**src/rtl/serial_adder.sv**
```systemverilog
// rtl/serial_adder.sv - bit-serial adder, one full-adder cell and a carry flop, LSB first; optional ovf output under SERIAL_ADDER_OVF_EN
module serial_adder #(
    parameter int WIDTH = 8
) (
    input  logic             clk,
    input  logic             rst_n,
    input  logic             start,
    input  logic [WIDTH-1:0] a,
    input  logic [WIDTH-1:0] b,
    input  logic             cin,
    output logic             busy,
    output logic             done,
    output logic [WIDTH-1:0] sum,
`ifdef SERIAL_ADDER_OVF_EN
    output logic             cout,
    output logic             ovf
`else
    output logic             cout
`endif
);

    localparam int CNT_W = (WIDTH <= 2) ? 1 : $clog2(WIDTH);

    typedef enum logic [1:0] {
        S_IDLE = 2'd0,
        S_RUN  = 2'd1,
        S_DONE = 2'd2
    } state_t;

    state_t             r_state;
    state_t             w_next_state;

    logic [WIDTH-1:0]   r_a_sh;
    logic [WIDTH-1:0]   r_b_sh;
    logic [WIDTH-1:0]   r_res;
    logic               r_carry;
    logic [CNT_W-1:0]   r_cnt;
    logic [WIDTH-1:0]   r_sum;
    logic               r_cout;

    logic               w_s;
    logic               w_c;
    logic               w_last;
    logic [WIDTH-1:0]   w_res_next;

    // Single full-adder cell working on the current LSBs and the carry flop
    always_comb begin
        w_s        = r_a_sh[0] ^ r_b_sh[0] ^ r_carry;
        w_c        = (r_a_sh[0] & r_b_sh[0]) | (r_carry & (r_a_sh[0] ^ r_b_sh[0]));
        w_res_next = {w_s, r_res[WIDTH-1:1]};
        w_last     = (r_cnt == CNT_W'(WIDTH - 1));
    end

    // State register
    always_ff @(posedge clk or negedge rst_n) begin
        if (!rst_n) begin
            r_state <= S_IDLE;
        end else begin
            r_state <= w_next_state;
        end
    end

    // Next-state and status outputs; start is only looked at in IDLE
    always_comb begin
        w_next_state = r_state;
        busy         = 1'b0;
        done         = 1'b0;
        case (r_state)
            S_IDLE: begin
                if (start) begin
                    w_next_state = S_RUN;
                end
            end
            S_RUN: begin
                busy = 1'b1;
                if (w_last) begin
                    w_next_state = S_DONE;
                end
            end
            S_DONE: begin
                done         = 1'b1;
                w_next_state = S_IDLE;
            end
            default: begin
                w_next_state = S_IDLE;
            end
        endcase
    end

    // Operand capture, bit-serial shifting, and result latch on the final bit
    always_ff @(posedge clk or negedge rst_n) begin
        if (!rst_n) begin
            r_a_sh  <= '0;
            r_b_sh  <= '0;
            r_res   <= '0;
            r_carry <= 1'b0;
            r_cnt   <= '0;
            r_sum   <= '0;
            r_cout  <= 1'b0;
        end else begin
            case (r_state)
                S_IDLE: begin
                    if (start) begin
                        r_a_sh  <= a;
                        r_b_sh  <= b;
                        r_carry <= cin;
                        r_cnt   <= '0;
                    end
                end
                S_RUN: begin
                    r_a_sh  <= r_a_sh >> 1;
                    r_b_sh  <= r_b_sh >> 1;
                    r_carry <= w_c;
                    r_res   <= w_res_next;
                    r_cnt   <= r_cnt + CNT_W'(1);
                    // The last bit is folded in via the next-value, not the registered r_res
                    if (w_last) begin
                        r_sum  <= w_res_next;
                        r_cout <= w_c;
                    end
                end
                default: begin
                end
            endcase
        end
    end

`ifdef SERIAL_ADDER_OVF_EN
    logic r_ovf;

    // On the last bit r_carry is the carry into the MSB and w_c the carry out of it
    always_ff @(posedge clk or negedge rst_n) begin
        if (!rst_n) begin
            r_ovf <= 1'b0;
        end else if (r_state == S_RUN && w_last) begin
            r_ovf <= r_carry ^ w_c;
        end
    end

    assign ovf = r_ovf;
`endif

    assign sum  = r_sum;
    assign cout = r_cout;

endmodule

```
**config.mk**
```make
export PLATFORM = sky130hd
export DESIGN_NAME = serial_adder
export DESIGN_NICKNAME = d
export VERILOG_FILES = /design/src/rtl/serial_adder.sv
export SDC_FILE = /design/constraint.sdc
export NUM_CORES = 1
export LEC_CHECK = 0
export CORE_AREA = 3 3 73 61
export DETAILED_ROUTE_END_ITERATION = 16
export DIE_AREA = 0 0 76 64
export PLACE_DENSITY = 0.72
export SYNTH_ARGS = -nofsm -noshare
export SYNTH_HDL_FRONTEND = slang
export SYNTH_SLANG_ARGS = --single-unit
export TNS_END_PERCENT = 100
```
**constraint.sdc**
```tcl
create_clock -name clk -period 3.07 [get_ports clk]
set_input_delay 0.614 -clock clk [delete_from_list [all_inputs] [get_ports clk]]
set_output_delay 0.614 -clock clk [all_outputs]
set_load 0.005 [all_outputs]
```
# Word level (Yosys, flattened, before mapping)
# Cells that the tools add are included.
# op_classes
n_reduce_logical	5
mux	13
div_mod_pow	0
shifts	0
order_cmp	0
add_sub_neg	1
n_eq_ne	5
mul	0
bitwise_logic	5
# ops
cell	count
$pmux W8 S2	2
$mux W8	2
$pmux W3 S2	1
$reduce_and A2 Y1	3
$mux W2	2
$ne A2 B2 Y1 const B	2
$pmux W2 S2	1
$add A3 B1 Y3 const B	1
$eq A3 B3 Y1 const B	1
$mux W1	3
$mux W3	1
$and A1 B1 Y1	2
$eq A2 B1 Y1 const B	1
$eq A2 B2 Y1 const B	1
$logic_not A2 Y1	1
$pmux W1 S2	1
$reduce_bool A2 Y1	1
$xor A1 B1 Y1	2
$or A1 B1 Y1	1
# word_totals
rom_bits	0
latchBits	0
regBits	39
ram_bits	0
n_memories	0

# Longest topological paths before layout
# Gate-level depths: netlist of the first run.
# logic_depth
word_depth	4
ltp_mapped	6
mapped_depth_nobuf	4

# Worst setup path after synthesis of the first run
# OpenSTA, ideal clock, no wires.
# synth_timing
path_kind	reg-to-output
from	reg r_state[1]
to	out done
arrival_ps	795
path_stages_with_launch	4
setup_slack_ps	1661
path_cell_list	dfrtp_1 inv_1 buf_2 nor2_1
# synth_via
elab_chain_len	2
# synth_rtl
element	line	text
start: declaration	30	state_t r_state;
start signal: assignment	59	r_state <= w_next_state;
$eq A2 B2 Y1	68	case (r_state)
$mux W1	68	
end: declaration	12	output logic done,
# No other way between the ends.

# Worst setup path after layout of the first run
# layout_timing
from	reg r_state[0]
to	out busy
# layout_via
elab_chain_len	2
# layout_rtl
element	line	text
$eq A2 B1 Y1	68	
$mux W1	68	
end: declaration	11	output logic busy,
# No other way between the ends.

==> impl_results.md, run 1 <==
* Status: finished clean
* Area after DPL at 0.00200 mm²
* PortBufs at 30
* Die height at 64 µm
* Share of cells above drive strength 1 at 12.6%
* Synth Instances at 145
* Warnings from Yosys at 0
* Slowest cell delay on critical path at 540 ps
* Core Box Area at 0.00378 mm²
* Slew HR at 58.1%
* Row count at 20
* Kind of critical path: reg -> out
* Seq cells post-synth at 38
* H-Tree Depth at 2
* Sw Pwr at 708 µW
* WP data arrival at 1820 ps
* Root buffer cell: clkbuf_8
* Gp weighted congestion at 0.845
* Nets at 197
* Drt drc at 0
* Finished Cell Area at 0.00208 mm²
* Filler cells at 333
* Mapped cell area at 0.00168 mm²
* Critical Path, Cell by Cell: nand2b_4, inv_4, clkdlybuf4s50_1
* Clk pwr share at 15.8%
* Routed wire length at 3.38 mm
* RR Startpoint: r_state[1]
* TritonCTS clock tree: built
* R2r setup slk at 1530 ps
* Hold_buf cts at 0
* Crit path required time at 2460 ps
* CTS buffer count at 5
* CP max-delay cell: dfrtp_1
* Chip width at 76 µm
* Total of max-cap violations at 0
* CP startpoint kind: flip-flop
* Total track usage at 15.8%
* Via density at 5.28
* Yosys cell types at 24
* Final hold violation count at 0
* Pwr per Cell Area at 980 mW/mm²
* Slew @ Worst Pin at 627 ps
* Min-Delay Path Depth at 2
* Worst-skew pair later-pin latency at 290 ps
* Hold Crit Start: r_res[2]
* Synth Area per Inst at 11.6 µm²
* Clock Skew at 6.74 ps
* Post-DP HPWL at 2.27 mm
* Post-route setup TNS at 0 ps
* First-pass GRT wire length at 6.06 mm
* Congestion Overflow GR at 0
* R2R depth at 4
* Fmax at 411 MHz
* DR iter-0 viols at 67
* CTS resizes at 0
* Final period util at 79.3%
* Clk buf depth at 2
* Min-Delay Path Class: reg -> reg
* Seq/Total Area, Yosys at 56.5%
* CTS sink count at 38
* Post-CTS Setup Inserts at 0
* P_int at 1.33 mW
* Area grow syn2layout at 23.5%
* Sequential power share at 44.9%
* Die area at 0.00486 mm²
* CP Capture Type: output port
* First-pass DRT Iterations at 4
* Via Count at 1,210
* Vias in the first global route at 1,258
* Final max-slew violation count at 0
* Final ANT Viol Nets at 0
* CP max FO at 21
* IO Count at 31
* Largest net degree at the start of global routing at 39
* Clk pin slew, worst setup/hold paths at 70 ps
* Antenna Cells at 0
* Net switching share of the total power at 34.8%
* Hold EP: r_res[1]
* Initial antenna violation count at 0
* Pleak at 0.915 nW
* Setup violators final at 0
* Reg2Reg Capture Point: cout
* Gate power share at 39.3%
* Fin crit period at 2440 ps
* VDD IR max at 0.359 mV
* Wire per inst at 14.8 µm
* Initial Util at 44.5%
* RSZ-0062 raised after global routing: no
* Syn_nets at 168
-- placed cells by master, fill, tap and decap left out --
master | Yosys | final
a21oi_1 | 13 | 13
a22o_1 | 2 | 2
a2bb2oi_1 | 2 | 2
a32o_1 | 1 | 1
buf_4 | 4 | 1
clkbuf_8 | 0 | 5
clkdlybuf4s50_1 | 0 | 30
clkinv_2 | 0 | 2
dfrtp_1 | 38 | 38
fa_1 | 1 | 1
ha_1 | 2 | 2
inv_1 | 3 | 3
inv_4 | 1 | 1
mux2_4 | 9 | 9
nand2_1 | 22 | 22
nand2_8 | 1 | 1
nand2b_1 | 3 | 3
nand2b_4 | 1 | 1
nand3b_1 | 2 | 2
nor2_1 | 5 | 5
nor2b_1 | 1 | 1
o21ai_0 | 3 | 3
o221a_2 | 2 | 2
o22ai_1 | 24 | 24
-- through the flow --
stage               total power [mW]  instances  hold WS [ps]  worst slack (ps)  utilization [%]
floorplan                       1.47        145           318              1660                -
finish                          2.03        229           496               634             55.0
CTS                             2.06        229           499               617             55.0
global placement                1.69        222           460               852             52.9
global route                    2.20        229           511               528             55.0
detailed placement              1.73        222           489               753             52.9
-- power groups by stage --
stage,Clock [mW],Sequential [mW],Combinational [mW]
after detailed placement,0,0.922,0.810
after global placement,0,0.909,0.778
after CTS,0.332,0.914,0.812
final,0.321,0.913,0.800
after global routing,0.352,0.948,0.905
after floorplan,0,0.869,0.601
-- cells by family after synthesis --
logic type,count (synthesis),synth area share [%]
AOI/OAI and AO/OA,47,17.7
DFF,38,56.5
and+or+nand+nor,35,10.4
buffers and inverters,13,4.61
muxes,9,8.04
adders and majority gates,3,2.68
-- how the worst max path moves through the flow --
stage / startpoint / endpoint / slack (ps) / cells after the start
floorplan: r_state[1] / done / 1660 / 3
global placement: start / r_a_sh[6] / 850 / 4
detailed placement: start / r_a_sh[5] / 750 / 4
CTS: r_state[0] / busy / 620 / 3
global route: r_state[0] / busy / 530 / 3
finish: r_state[0] / busy / 630 / 3
-- metal layers --
layer | track usage [%] | routed length, µm | part of all wire [%]
met5 | 0 | 0 | 0
met3 | 4.37 | 177 | 5.2
met1 | 20.7 | 1580 | 47
met4 | 8.14 | 62 | 1.8
met2 | 23.9 | 1560 | 46
-- worst max-delay path, delay by kind of cell (launching register included) --
family                 cells  cell delay [ps]
buffers and inverters      2              750
flip-flops                 1              540
AND/OR/NAND/NOR            1              230
-- sequential cells by signal, summed over array words and instances, names as in the netlist --
register,flops
r_cnt,3
r_b_sh,8
sum,8
r_a_sh,8
r_res,7
cout,1
r_carry,1
r_state,2
-- layout make-up --
class | instances | area (µm²) | share of cell area, %
clock buffers | 5 | 68.8 | 3.31
clock inverters | 2 | 10.0 | 0.482
inverters | 4 | 17.5 | 0.843
multi-input cells | 94 | 653 | 31.4
flip-flops and latches | 38 | 951 | 45.8
well taps | 55 | 68.8 | 3.31
repair buffers | 31 | 308 | 14.8
-- synth_stat cells --
library cell   n  area [µm²]
a21oi_1       13        65.1
a22o_1         2        17.5
a2bb2oi_1      2        17.5
a32o_1         1        10.0
buf_2          3        15.0
buf_4          4        30.0
buf_6          1        11.3
clkbuf_1       1        3.75
dfrtp_1       38         951
fa_1           1        20.0
ha_1           2        25.0
inv_1          3        11.3
inv_4          1        6.26
mux2_4         9         135
nand2_1       22        82.6
nand2_8        1        20.0
nand2b_1       3        18.8
nand2b_4       1        13.8
nand3b_1       2        15.0
nor2_1         5        18.8
nor2b_1        1        6.26
o21ai_0        3        15.0
o221a_2        2        22.5
o22ai_1       24         150
Note: power is estimated with default switching activity, not from simulation.
==> run 2: changes to the inputs <==
--- a/config.mk
+++ b/config.mk
@@ -8,7 +8,7 @@
 export CORE_AREA = 3 3 73 61
 export DETAILED_ROUTE_END_ITERATION = 16
 export DIE_AREA = 0 0 76 64
-export PLACE_DENSITY = 0.72
+export PLACE_DENSITY = 0.74
 export SYNTH_ARGS = -nofsm -noshare
 export SYNTH_HDL_FRONTEND = slang
 export SYNTH_SLANG_ARGS = --single-unit
==> constraint.sdc (replaced) <==
create_clock -name clk -period 2.2 [get_ports clk]
set_input_delay 0.44 -clock clk [delete_from_list [all_inputs] [get_ports clk]]
set_output_delay 0.44 -clock clk [all_outputs]
set_load 0.005 [all_outputs]
==> run 2 against run 1 <==
  * Sequential power rose by 41%
  * Worst setup slack worse by 530 ps
  * Critical path depth unchanged
  * Core utilization rose by 1.1 points
  * Non-clock buffer count up 2
  * Clock power is 53% higher
  * Largest power group unchanged
  * First-iteration DRC count grew 57%
  * Hold slack worse by 13 ps
  * Via count increased by 3.5%
==> impl_results.md, run 2 (synthesis results as in run 1) <==
* CP Capture Type: output port
* Wire per inst at 15.8 µm (+7.0%)
* Clock Skew at 4.71 ps (-2.03 ps)
* Gp weighted congestion at 0.774 (-8.4%)
* Area grow syn2layout at 26.0%
* Congestion Overflow GR at 0 (unchanged)
* TritonCTS clock tree: built
* Via Count at 1,252 (+3.5%)
* Worst-skew pair later-pin latency at 290 ps (about the same)
* Reg2Reg Capture Point: sum[7]
* Hold Crit Start: r_cnt[0]
* R2R depth at 4 (unchanged)
* Core Box Area at 0.00378 mm² (unchanged)
* Chip width at 76 µm (unchanged)
* CP startpoint kind: flip-flop
* Final max-slew violation count at 0 (unchanged)
* Fin crit period at 2090 ps
* Filler cells at 321 (-3.6%)
* Area after DPL at 0.00201 mm² (+0.75%)
* Pwr per Cell Area at 1380 mW/mm² (+41%)
* Hold_buf cts at 0 (unchanged)
* Clk pin slew, worst setup/hold paths at 70 ps (about the same)
* Fmax at 478 MHz
* CTS sink count at 38 (unchanged)
* Setup violators final at 0 (unchanged)
* Nets at 200 (+1.5%)
* Pleak at 0.930 nW (+1.7%)
* First-pass DRT Iterations at 4 (unchanged)
* Kind of critical path: reg -> out
* Share of cells above drive strength 1 at 15.2% (+2.5 points)
* Commonest non-fill, non-tap cells in the layout: dfrtp_1 (36), clkdlybuf4s50_1 (30), o22ai_1 (24), nand2_1 (22), a21oi_1 (13)
* Min-Delay Path Class: reg -> reg
* Final ANT Viol Nets at 0 (unchanged)
* First-pass GRT wire length at 6.15 mm (+1.6%)
* DR iter-0 viols at 105 (+57%)
* Status: finished clean
* Die area at 0.00486 mm² (unchanged)
* Slew HR at 68.7% (+11 points)
* Pwr Total at 2.93 mW (+44%)
* Inst Count DP at 224 (+0.90%)
* Commonest non-fill, non-tap cell in the layout: dfrtp_1
* Final hold violation count at 0 (unchanged)
* Via density at 5.37 (+1.7%)
* Root buffer cell: clkbuf_8
* Post-route setup TNS at 0 ps (unchanged)
* Row count at 20 (unchanged)
* RR Startpoint: r_cnt[0]
* VDD IR max at 0.577 mV (+61%)
* CP max-delay cell: clkdlybuf4s50_1
* H-Tree Depth at 2 (unchanged)
* Setup ws final at 109 ps (-526 ps)
* Total of max-cap violations at 0 (unchanged)
* Hold Slack at 483 ps (-13.2 ps)
* WP data arrival at 1650 ps (-170 ps)
* Critical path destination: busy
* Critical Path, Cell by Cell: nand2b_4, inv_6, clkdlybuf4s50_1
* Final core utilization at 56.1% (+1.1 points)
* IO Count at 31 (unchanged)
* Initial Util at 44.5% (unchanged)
* CP max FO at 12 (-43%)
* Slew @ Worst Pin at 470 ps (-157 ps)
* Finished Cell Area at 0.00212 mm² (+2.0%)
* Initial antenna violation count at 0 (unchanged)
* Setup crit start: r_state[1]
* PortBufs at 30 (unchanged)
* Min-Delay Path Depth at 1 (-1)
* Vias in the first global route at 1,261 (+0.24%)
* RSZ-0062 raised after global routing: no
* Post-DP HPWL at 2.48 mm (+9.4%)
* Antenna Cells at 0 (unchanged)
* Final period util at 95.1%
* Post-placement setup slack at 318 ps (-436 ps)
* Largest net degree at the start of global routing at 39 (unchanged)
* Drt drc at 0 (unchanged)
* Routed wire length at 3.68 mm (+8.9%)
* Total track usage at 16.4% (+0.63 points)
* Non-Filler Instances at 233 (+1.7%)
* Crit path required time at 1760 ps (-700 ps)
* Clk buf depth at 2 (unchanged)
* Die height at 64 µm (unchanged)
* CTS buffer count at 5 (unchanged)
* Slowest cell delay on critical path at 520 ps (-20 ps)
* R2r setup slk at 740 ps (-790 ps)
## run 2: changes by cell type in the layout (fill, tap and decap cells not counted), sizes merged
cell / before / now
clkinv: 2 / 1
nand2b: 4 / 5
clkbuf: 5 / 7
buf: 1 / 3
## run 2: cell type report
type / count / area, µm² / area share, %
inverters: 4 / 20.0 / 0.945
repair buffers: 33 / 323 / 15.2
flip-flops and latches: 38 / 953 / 45.0
clock buffers: 7 / 86.3 / 4.08
well taps: 55 / 68.8 / 3.25
multi-input cells: 95 / 662 / 31.2
clock inverters: 1 / 5.00 / 0.236
## run 2: how the worst min path moves through the flow
stage / to / slack [ps]
after CTS: r_cnt[0] / 490
after floorplan: cout / 140
after global routing: r_cnt[0] / 520
after detailed placement: r_cnt[0] / 480
final: r_cnt[0] / 480
after global placement: r_cnt[0] / 460
## run 2: metal layers
layer | global-route usage [%] | routed length [µm] | vias to the layer above
li1 | - | - | 589
met1 | 23.3 | 1770 | 609
met2 | 23.6 | 1660 | 49
met3 | 4.51 | 196 | 5
met4 | 6.79 | 51 | 0
met5 | 0 | 0 | -
## run 2: worst max-delay path, delay by kind of cell, from the launching register on
| family | cells | cell delay (ps) |
|---|---|---|
| buffers and inverters | 2 | 670 |
| DFF | 1 | 460 |
| and+or+nand+nor | 1 | 230 |
## run 2: where the power goes
part | internal (mW) | switching [mW] | total (mW)
Clock | 0.253 | 0.239 | 0.492
Sequential | 1.03 | 0.261 | 1.29
Combinational | 0.627 | 0.525 | 1.15
Total | 1.91 | 1.02 | 2.93
## run 2: timing repair
item                       in CTS  in global routing
setup buffers                   0                  0
hold endpoints to repair        0                  0
gates cloned                    0                  1
setup endpoints to repair       1                  1
gates resized for setup         1                  2
==> run 3: changes to the inputs <==
--- a/config.mk
+++ b/config.mk
@@ -5,10 +5,11 @@
 export SDC_FILE = /design/constraint.sdc
 export NUM_CORES = 1
 export LEC_CHECK = 0
-export CORE_AREA = 3 3 73 61
+export CORE_AREA = 3 3 77 64
 export DETAILED_ROUTE_END_ITERATION = 16
-export DIE_AREA = 0 0 76 64
-export PLACE_DENSITY = 0.74
+export DIE_AREA = 0 0 80 67
+export PLACE_DENSITY = 0.68
+export RECOVER_POWER = 100
 export SYNTH_ARGS = -nofsm -noshare
 export SYNTH_HDL_FRONTEND = slang
 export SYNTH_SLANG_ARGS = --single-unit
==> run 3 against run 2 <==
  * Clock skew increased by 2.1 ps
  * Highest routed layer unchanged
  * Count of clock-buffer cells in the layout unchanged
  * Sequential power about the same
  * Sequential share of layout area up 1.3 points
  * Sequential cell count unchanged
  * Power down 5.6%
  * Global-route usage is 1.1 points lower
  * Critical endpoint unchanged
  * Fmax about the same
  * Combinational power fell by 12%
==> impl_results.md, run 3 (synthesis results as in run 1) <==
* Core Box Area at 0.00420 mm² (+11%)
* Worst-skew pair later-pin latency at 290 ps (about the same)
* Status: finished clean
* Total of max-cap violations at 0 (unchanged)
* CTS resizes at 0 (-1)
* Final period util at 95.0% (about the same)
* Commonest non-fill, non-tap cells in the layout: dfrtp_1 (38), o22ai_1 (24), nand2_1 (23), clkdlybuf4s50_1 (18), a21oi_1 (13)
* Clk pwr share at 17.7% (+0.9 points)
* Routed wire length at 3.74 mm (+1.7%)
* Antenna Cells at 0 (unchanged)
* CP max-delay cell: clkdlybuf4s50_1
* P_int at 1.79 mW (-6.3%)
* Commonest non-fill, non-tap cell in the layout: dfrtp_1
* Die height at 67 µm (+4.7%)
* RSZ-0062 raised after global routing: no
* VDD IR max at 0.396 mV (-31%)
* Vias in the first global route at 1,292 (+2.5%)
* Sequential power share at 45.8% (+1.8 points)
* Final max-slew violation count at 0 (unchanged)
* Initial Util at 40.0% (-4.5 points)
* First-pass GRT wire length at 6.27 mm (+1.8%)
* Kind of critical path: reg -> out
* Top delay family on crit path: buffers and inverters
* Clock Skew at 6.78 ps (+2.06 ps)
* Share of cells above drive strength 1 at 7.30% (-7.9 points)
* H-Tree Depth at 2 (unchanged)
* First-pass DRT Iterations at 4 (unchanged)
* CP Buf/Inv Count at 2 (unchanged)
* Post-route setup TNS at 0 ps (unchanged)
* R2r setup slk at 460 ps (-280 ps)
* Congestion Overflow GR at 0 (unchanged)
* Fin crit period at 2090 ps (-1.49 ps)
* Root buffer cell: clkbuf_8
* CP startpoint kind: flip-flop
* Final ANT Viol Nets at 0 (unchanged)
* TritonCTS clock tree: built
* Via Count at 1,234 (-1.4%)
* Fmax at 478 MHz (about the same)
* Net switching share of the total power at 35.4% (+0.48 points)
* Wire per inst at 15.9 µm (+0.85%)
* CTS sink count at 38 (unchanged)
* Nets at 200 (unchanged)
* Hold_buf cts at 0 (unchanged)
* Post-CTS Setup Inserts at 0 (unchanged)
* Slowest cell delay on critical path at 550 ps (+30 ps)
* DR iter-0 viols at 111 (+5.7%)
* Pwr per Cell Area at 1350 mW/mm² (-2.6%)
* Row count at 21 (+5.0%)
* Setup ws final at 110 ps (+1.49 ps)
* Sw Pwr at 981 µW (-4.3%)
* Gate power share at 36.6% (-2.7 points)
* CP Capture Type: output port
* Crit path required time at 1760 ps (about the same)
* Via density at 5.25 (-2.3%)
* Clk buf depth at 2 (unchanged)
* Slew HR at 37.2% (-31 points)
* WP data arrival at 1650 ps (about the same)
* Final hold violation count at 0 (unchanged)
* Chip width at 80 µm (+5.3%)
* CTS buffer count at 5 (unchanged)
* Total track usage at 15.3% (-1.1 points)
* Critical Path, Cell by Cell: nand2b_4, inv_2, clkdlybuf4s50_1
* Post-placement setup slack at 443 ps (+126 ps)
* PortBufs at 30 (unchanged)
* Gp weighted congestion at 0.813 (+5.1%)
* Drt drc at 0 (unchanged)
* Pwr Total at 2.77 mW (-5.6%)
* Die area at 0.00536 mm² (+10%)
* Setup violators final at 0 (unchanged)
* Slew @ Worst Pin at 942 ps (+472 ps)
* Largest net degree at the start of global routing at 39 (unchanged)
* Clk pin slew, worst setup/hold paths at 80 ps (about the same)
* Min-Delay Path Class: reg -> reg
* Area grow syn2layout at 22.0%
* CP max FO at 12 (unchanged)
* Initial antenna violation count at 0 (unchanged)
* Post-DP HPWL at 2.55 mm (+3.0%)
* IO Count at 31 (unchanged)
* Pleak at 0.877 nW (-5.7%)
run 3: cell types whose count changed in the layout (fill, tap and decap cells not counted), moves of 2 or more:
cell / previous run / this run
dfrtp_1: 36 / 38
dfrtp_2: 2 / 0
clkbuf_1: 1 / 3
dlygate4sd3_1: 0 / 12
buf_4: 3 / 1
clkdlybuf4s50_1: 30 / 18
mux2_4: 9 / 0
mux2_1: 0 / 9
run 3: worst min-delay path: cells and delay by family, from the launching register on:
family           cells  cell delay, ps
flip-flops           1             340
AND/OR/NAND/NOR      2             110
run 3: per-stage QoR:
stage	hold WS (ps)	util (%)	instance area, µm²	std cells
3_3_place_gp	465	48.1	2020	227
2_1_floorplan	144	-	1680	145
4_1_cts	485	50.3	2110	235
3_5_place_dp	469	48.1	2020	227
6_report	471	48.8	2050	235
5_1_grt	510	48.8	2050	235
run 3: path summary, 6_finish.rpt:
path | endpoint | startpoint | cells past startpoint
setup reg to reg | r_a_sh[1] | r_state[1] | 4
min in group asynchronous | r_b_sh[2] | rst_n | 2
max in group asynchronous | sum[5] | rst_n | 2
setup / recovery | busy | r_state[1] | 3
hold / removal | r_res[1] | r_res[1] | 2
hold reg to reg | r_res[1] | r_res[1] | 2
run 3: metal layers:
metal | wire length (µm) | track usage (%) | vias to the layer above
met5 | 0 | 0 | -
met4 | 32 | 6.75 | 0
met3 | 226 | 4.05 | 5
met2 | 1710 | 22.2 | 38
met1 | 1780 | 21.3 | 606
li1 | - | - | 585
run 3: area by class of cell:
type	instances	area, µm²
fillers	391	2150
flip-flops and latches	38	951
multi-input cells	94	603
repair buffers	34	320
clock buffers	7	86.3
well taps	57	71.3
inverters	4	15.0
clock inverters	1	5.00
run 3: power groups by stage:
stage / Clock (mW) / Combinational [mW] / Sequential, mW
global placement: 0 / 1.12 / 1.27
detailed placement: 0 / 1.16 / 1.29
floorplan: 0 / 0.838 / 1.21
global route: 0.526 / 1.15 / 1.31
CTS: 0.497 / 1.17 / 1.28
finish: 0.489 / 1.01 / 1.27
